## config.mk

```make
export PLATFORM = sky130hd
export DESIGN_NAME = queue_ctrl_5x79
export DESIGN_NICKNAME = d
export VERILOG_FILES = /design/src/rtl/queue_pkg.sv /design/src/rtl/queue_ptr_wrap.sv /design/src/rtl/queue_ctrl_5x79.sv
export SDC_FILE = /design/constraint.sdc
export NUM_CORES = 1
export LEC_CHECK = 0
export ABC_AREA = 1
export CORE_AREA = 4 4 127 129
export CTS_CLUSTER_DIAMETER = 30
export DETAILED_ROUTE_END_ITERATION = 8
export DIE_AREA = 0 0 131 133
export PLACE_DENSITY_LB_ADDON = 0.12
export RECOVER_POWER = 50
export SLEW_MARGIN = 15
export SYNTH_ARGS = -nofsm -noshare
export SYNTH_HDL_FRONTEND = slang
export SYNTH_SLANG_ARGS = --single-unit
```

## constraint.sdc

```tcl
create_clock -name clock -period 2.9 [get_ports clock]
set_input_delay 0.435 -clock clock [delete_from_list [all_inputs] [get_ports clock]]
set_output_delay 0.435 -clock clock [all_outputs]
set_load 0.05 [all_outputs]
```

## src/rtl/queue_pkg.sv

```systemverilog
// Shared sizing constants and entry type for the 5x79 queue controller.
package queue_pkg;
  localparam int DEPTH = 5;
  localparam int WIDTH = 79;
  localparam int AW    = 3;

  typedef logic [WIDTH-1:0] entry_t;
endpackage

```

## src/rtl/queue_ptr_wrap.sv

```systemverilog
// Pointer increment that wraps DEPTH-1 back to 0, so codes >= DEPTH never appear.
module queue_ptr_wrap #(
  parameter int DEPTH = 5,
  parameter int AW    = 3
) (
  input  logic [AW-1:0] ptr,
  output logic [AW-1:0] ptr_inc
);
  assign ptr_inc = (ptr == AW'(DEPTH - 1)) ? '0 : ptr + AW'(1);
endmodule

```

## src/rtl/queue_ctrl_5x79.sv

```systemverilog
// Circular-queue controller; the entry storage lives outside and is reached
// through the W0 (write) and R0 (combinational read) ports.
module queue_ctrl_5x79
  import queue_pkg::*;
#(
  parameter int DEPTH = queue_pkg::DEPTH,
  parameter int WIDTH = queue_pkg::WIDTH,
  parameter int AW    = queue_pkg::AW
) (
  input  logic             clock,
  input  logic             reset,
  input  logic             enq_valid,
  output logic             enq_ready,
  input  logic [WIDTH-1:0] enq_bits,
  output logic             deq_valid,
  input  logic             deq_ready,
  output logic [WIDTH-1:0] deq_bits,
  input  logic             flush,
  output logic [AW-1:0]    count,
  output logic [AW-1:0]    W0_addr,
  output logic             W0_en,
  output logic             W0_clk,
  output logic [WIDTH-1:0] W0_data,
  output logic [AW-1:0]    R0_addr,
  output logic             R0_en,
  output logic             R0_clk,
  input  logic [WIDTH-1:0] R0_data
);
  logic [AW-1:0] enq_ptr_reg, deq_ptr_reg;
  logic [AW-1:0] enq_ptr_inc, deq_ptr_inc;
  logic          maybe_full_reg;
  logic          ptr_match, full, empty;
  logic          enq_fire, deq_fire;
  logic [AW-1:0] ptr_diff;

  queue_ptr_wrap #(.DEPTH(DEPTH), .AW(AW)) u_enq_wrap (
    .ptr     (enq_ptr_reg),
    .ptr_inc (enq_ptr_inc)
  );

  queue_ptr_wrap #(.DEPTH(DEPTH), .AW(AW)) u_deq_wrap (
    .ptr     (deq_ptr_reg),
    .ptr_inc (deq_ptr_inc)
  );

  // Equal pointers are ambiguous; maybe_full records which way we got there.
  assign ptr_match = (enq_ptr_reg == deq_ptr_reg);
  assign full      = ptr_match & maybe_full_reg;
  assign empty     = ptr_match & ~maybe_full_reg;

  assign enq_ready = ~full;
  assign deq_valid = ~empty;
  assign enq_fire  = enq_valid & enq_ready;
  assign deq_fire  = deq_valid & deq_ready;

  assign ptr_diff = (enq_ptr_reg >= deq_ptr_reg) ? (enq_ptr_reg - deq_ptr_reg)
                                                 : (enq_ptr_reg + AW'(DEPTH) - deq_ptr_reg);
  assign count    = full ? AW'(DEPTH) : ptr_diff;

  // Write is suppressed during reset so a mid-operation reset leaves storage untouched.
  assign W0_en   = enq_fire & reset;
  assign W0_addr = enq_ptr_reg;
  assign W0_data = enq_bits;
  assign W0_clk  = clock;

  assign R0_en    = 1'b1;
  assign R0_addr  = deq_ptr_reg;
  assign R0_clk   = clock;
  assign deq_bits = R0_data;

  always_ff @(posedge clock) begin
    if (!reset || flush) begin
      enq_ptr_reg    <= '0;
      deq_ptr_reg    <= '0;
      maybe_full_reg <= 1'b0;
    end else begin
      if (enq_fire) enq_ptr_reg <= enq_ptr_inc;
      if (deq_fire) deq_ptr_reg <= deq_ptr_inc;
      if (enq_fire != deq_fire) maybe_full_reg <= enq_fire;
    end
  end
endmodule

```

==> impl_metrics.csv <==
group,metric,value,unit
detailed_routing,wl_met2,1450,microns
detailed_routing,drc_errors,0,
cells_and_area,n_antenna_cell,0,
yosys,ys_types,21,
yosys,synth-edff-count,0,
timing,fin_tns_setup,0,ns
placement,io_buffers,18,
floorplanning,ios,336,
global_routing,gr-usage-all-layers,4.61,%
worst_setup_path,worstSetupPathType,"clock port to primary output",
cts,cts_resized,0,
timing,slew_headroom,51.0,%
timing,tightestPinTransition,0.732,ns
yosys,yosysMostFrequentCell,"buf_4",
placement,placed_area,1070,sq um
worst_setup_path,critPathSlowestCell,"clkdlybuf4s50_1",
yosys,synthCells,258,
cts,cts_hold_buf,0,
timing,holdWs,0.585,ns
yosys,ys_warn_count,0,
cells_and_area,drive_gt1_share,15.6,%
cells_and_area,regArea,140,sq um
global_routing,grt_pass1_wl,5640,microns
cts,post_cts_buffers,0,
worst_setup_path,critPathTopFamily,"buffers and inverters",
detailed_routing,wl_met3,618,microns
floorplanning,core,15000,sq um
worst_setup_path,worstPathRequired,2.47,ns
yosys,synth_top_flop_cell,"dfxtp_1",
floorplanning,die-area,17400,sq um
timing,finalMaxSlewViolations,0,
floorplanning,die_y,133,microns
placement,globalplace.congestion,0.653,
timing,rsz0062_at_grt,"no",
placement,dp_slack,0.343,ns
power_and_ir_drop,leakage,0.000518,uW
cells_and_area,final_cell_area,1250,sq um
timing,worst_slack,0.0667,ns
yosys,synthesis.area,1870,sq um
floorplanning,initial_utilization,12.5,%
global_routing,grt.overflow.total,0,
detailed_routing,top_layer_used,"met4",
yosys,ys_top_cells_by_count,"162 x buf_4, 25 x nand2_1, 14 x nor2_1, 12 x inv_1, 10 x ha_1",
worst_setup_path,crit_top_cell,"clkbuf_16",
cts,clkSlewWorstSetupHoldPaths,0.04,ns
yosys,ys_seq_area_share,7.48,%
yosys,ys_top_cells_by_area,"buf_4 65%, dfxtp_1 7.5%, ha_1 6.7%, nand2_1 5.0%, nor2_1 2.8%",
worst_setup_path,crit_path_cell_trace,"clkbuf_16 -> clkbuf_16 -> clkdlybuf4s50_1",
timing,fin_skew,0.00114,ns
cts,cts_tree,"built",
global_routing,grt_antenna_before_repair,0,
floorplanning,chipWidth,131,microns
cells_and_area,multi_input_area,464,sq um
cells_and_area,area_growth,-33.1,%
cells_and_area,fillers,1720,
yosys,avgSynthCellArea,7.26,sq um
worst_setup_path,start_kind,"clock port",
detailed_routing,firstDrtPassIters,4,
worst_setup_path,reg2reg_depth,7,
worst_setup_path,critPathMaxFanout,2,
worst_setup_path,rrSetupSlack,1.29,ns
detailed_routing,avgViaCountPerCell,2.81,
worst_setup_path,cp.arrival,2.40,ns
global_routing,grt_pass1_vias,974,
yosys,synth.net_count,432,
floorplanning,rows,45,
timing,setup_violations,0,
yosys,synth_top_area_cell,"buf_4",
global_routing,grt_max_degree,8,
timing,final-hold-violation-count,0,
worst_setup_path,cp-end-kind,"primary output",
detailed_routing,wl,3900,microns
cells_and_area,finalNetCount,297,
detailed_routing,drtAntennaViolNets,0,
yosys,async_flop_share,0,%
yosys,synth-seq-cells,7,
power_and_ir_drop,ir_drop,0.985,mV
power_and_ir_drop,power_density,768,nW/um^2
worst_setup_path,r2r-start,"W0_addr[0]",
yosys,synth_top_cell_area_share,64.9,%
worst_setup_path,rr_endpoint,"W0_addr[1]",
detailed_routing,avgRoutedWirePerCell,12.6,microns
detailed_routing,vias,872,
detailed_routing,wl_met1,1310,microns
outcome,status,"finished, final reports clean",
worst_setup_path,critPathMaxStageDelay,0.69,ns
detailed_routing,drt-initial-drc-count,22,
worst_setup_path,critPathBufInv,3,
worst_hold_path,hold_path_depth,3,
worst_hold_path,min-delay-start,"R0_addr[2]",
cts,insertion_delay,0.34,ns
placement,hpwl,3150,microns
worst_hold_path,hold_class,"register to register",
job,maxCapViolCount,0,
worst_hold_path,holdPathEnd,"R0_addr[1]",
## layer usage
layer,vias up,GRT usage (%)
met5,-,0
met4,0,7.20
met3,79,3.75
met2,69,5.28
met1,374,3.85
li1,350,-
## cells by family after synthesis
kind of cell	Yosys count	share of synthesized area [%]
adder cells (fa/ha/maj)	11	7.75
other	1	0.200
AO/OA/AOI/OAI	7	2.20
buffers and inverters	176	67.7
AND/OR/NAND/NOR	53	13.2
XOR/XNOR	3	1.40
flip-flops	7	7.48
## per-stage QoR
step                total power [uW]  utilization [%]  std cells
floorplan                        961                -        258
global placement                 455             7.15        302
detailed placement               451             7.15        302
CTS                              984             8.34        310
global route                    1010             8.34        310
finish                           963             8.34        310
## tightest hold or removal path, stage by stage, from the launching register on
cell     delay [ns]
dfxtp_1        0.32
nand2_1        0.08
a21oi_1        0.07
nor2_1         0.08
## placed cells by master, fill, tap and decap left out
master,netlist,final
nor2_1,14,14
nand4_2,1,1
or2_2,1,1
clkbuf_16,0,7
dfxtp_1,7,7
clkbuf_1,0,1
nand4_4,1,1
a21boi_1,1,1
buf_12,0,1
conb_1,1,1
clkdlybuf4s50_1,0,14
xnor2_1,2,2
nand2_1,25,25
nand3_1,7,7
fa_1,1,1
nand3b_1,1,1
clkinv_1,1,1
xor2_1,1,1
inv_1,12,12
nand2_2,3,3
buf_4,162,3
a21oi_1,5,5
a21oi_2,1,1
inv_2,1,1
ha_1,10,10
## layout make-up
type / count / area share, %
multi-input cells: 75 / 37.0
well taps: 188 / 18.8
clock buffers: 10 / 15.9
repair buffers: 16 / 13.0
flip-flops and latches: 7 / 11.2
inverters: 14 / 4.19
## how the worst max path moves through the flow
stage | start | endpoint | slack, ns | cells past startpoint
global placement | clock | R0_clk | 0.34 | 1
global route | clock | R0_clk | 0.05 | 3
CTS | clock | R0_clk | 0.06 | 3
detailed placement | clock | R0_clk | 0.34 | 1
floorplan | W0_addr[1] | W0_en | 0.17 | 5
finish | clock | R0_clk | 0.07 | 3
## power by group
part	switching (uW)	leakage (uW)	internal (uW)	total, uW
clock	214	0.0000953	464	679
sequential	4.72	0.0000569	100	105
combinational	119	0.000366	61.0	180
Power figures use the tool's default switching activity.
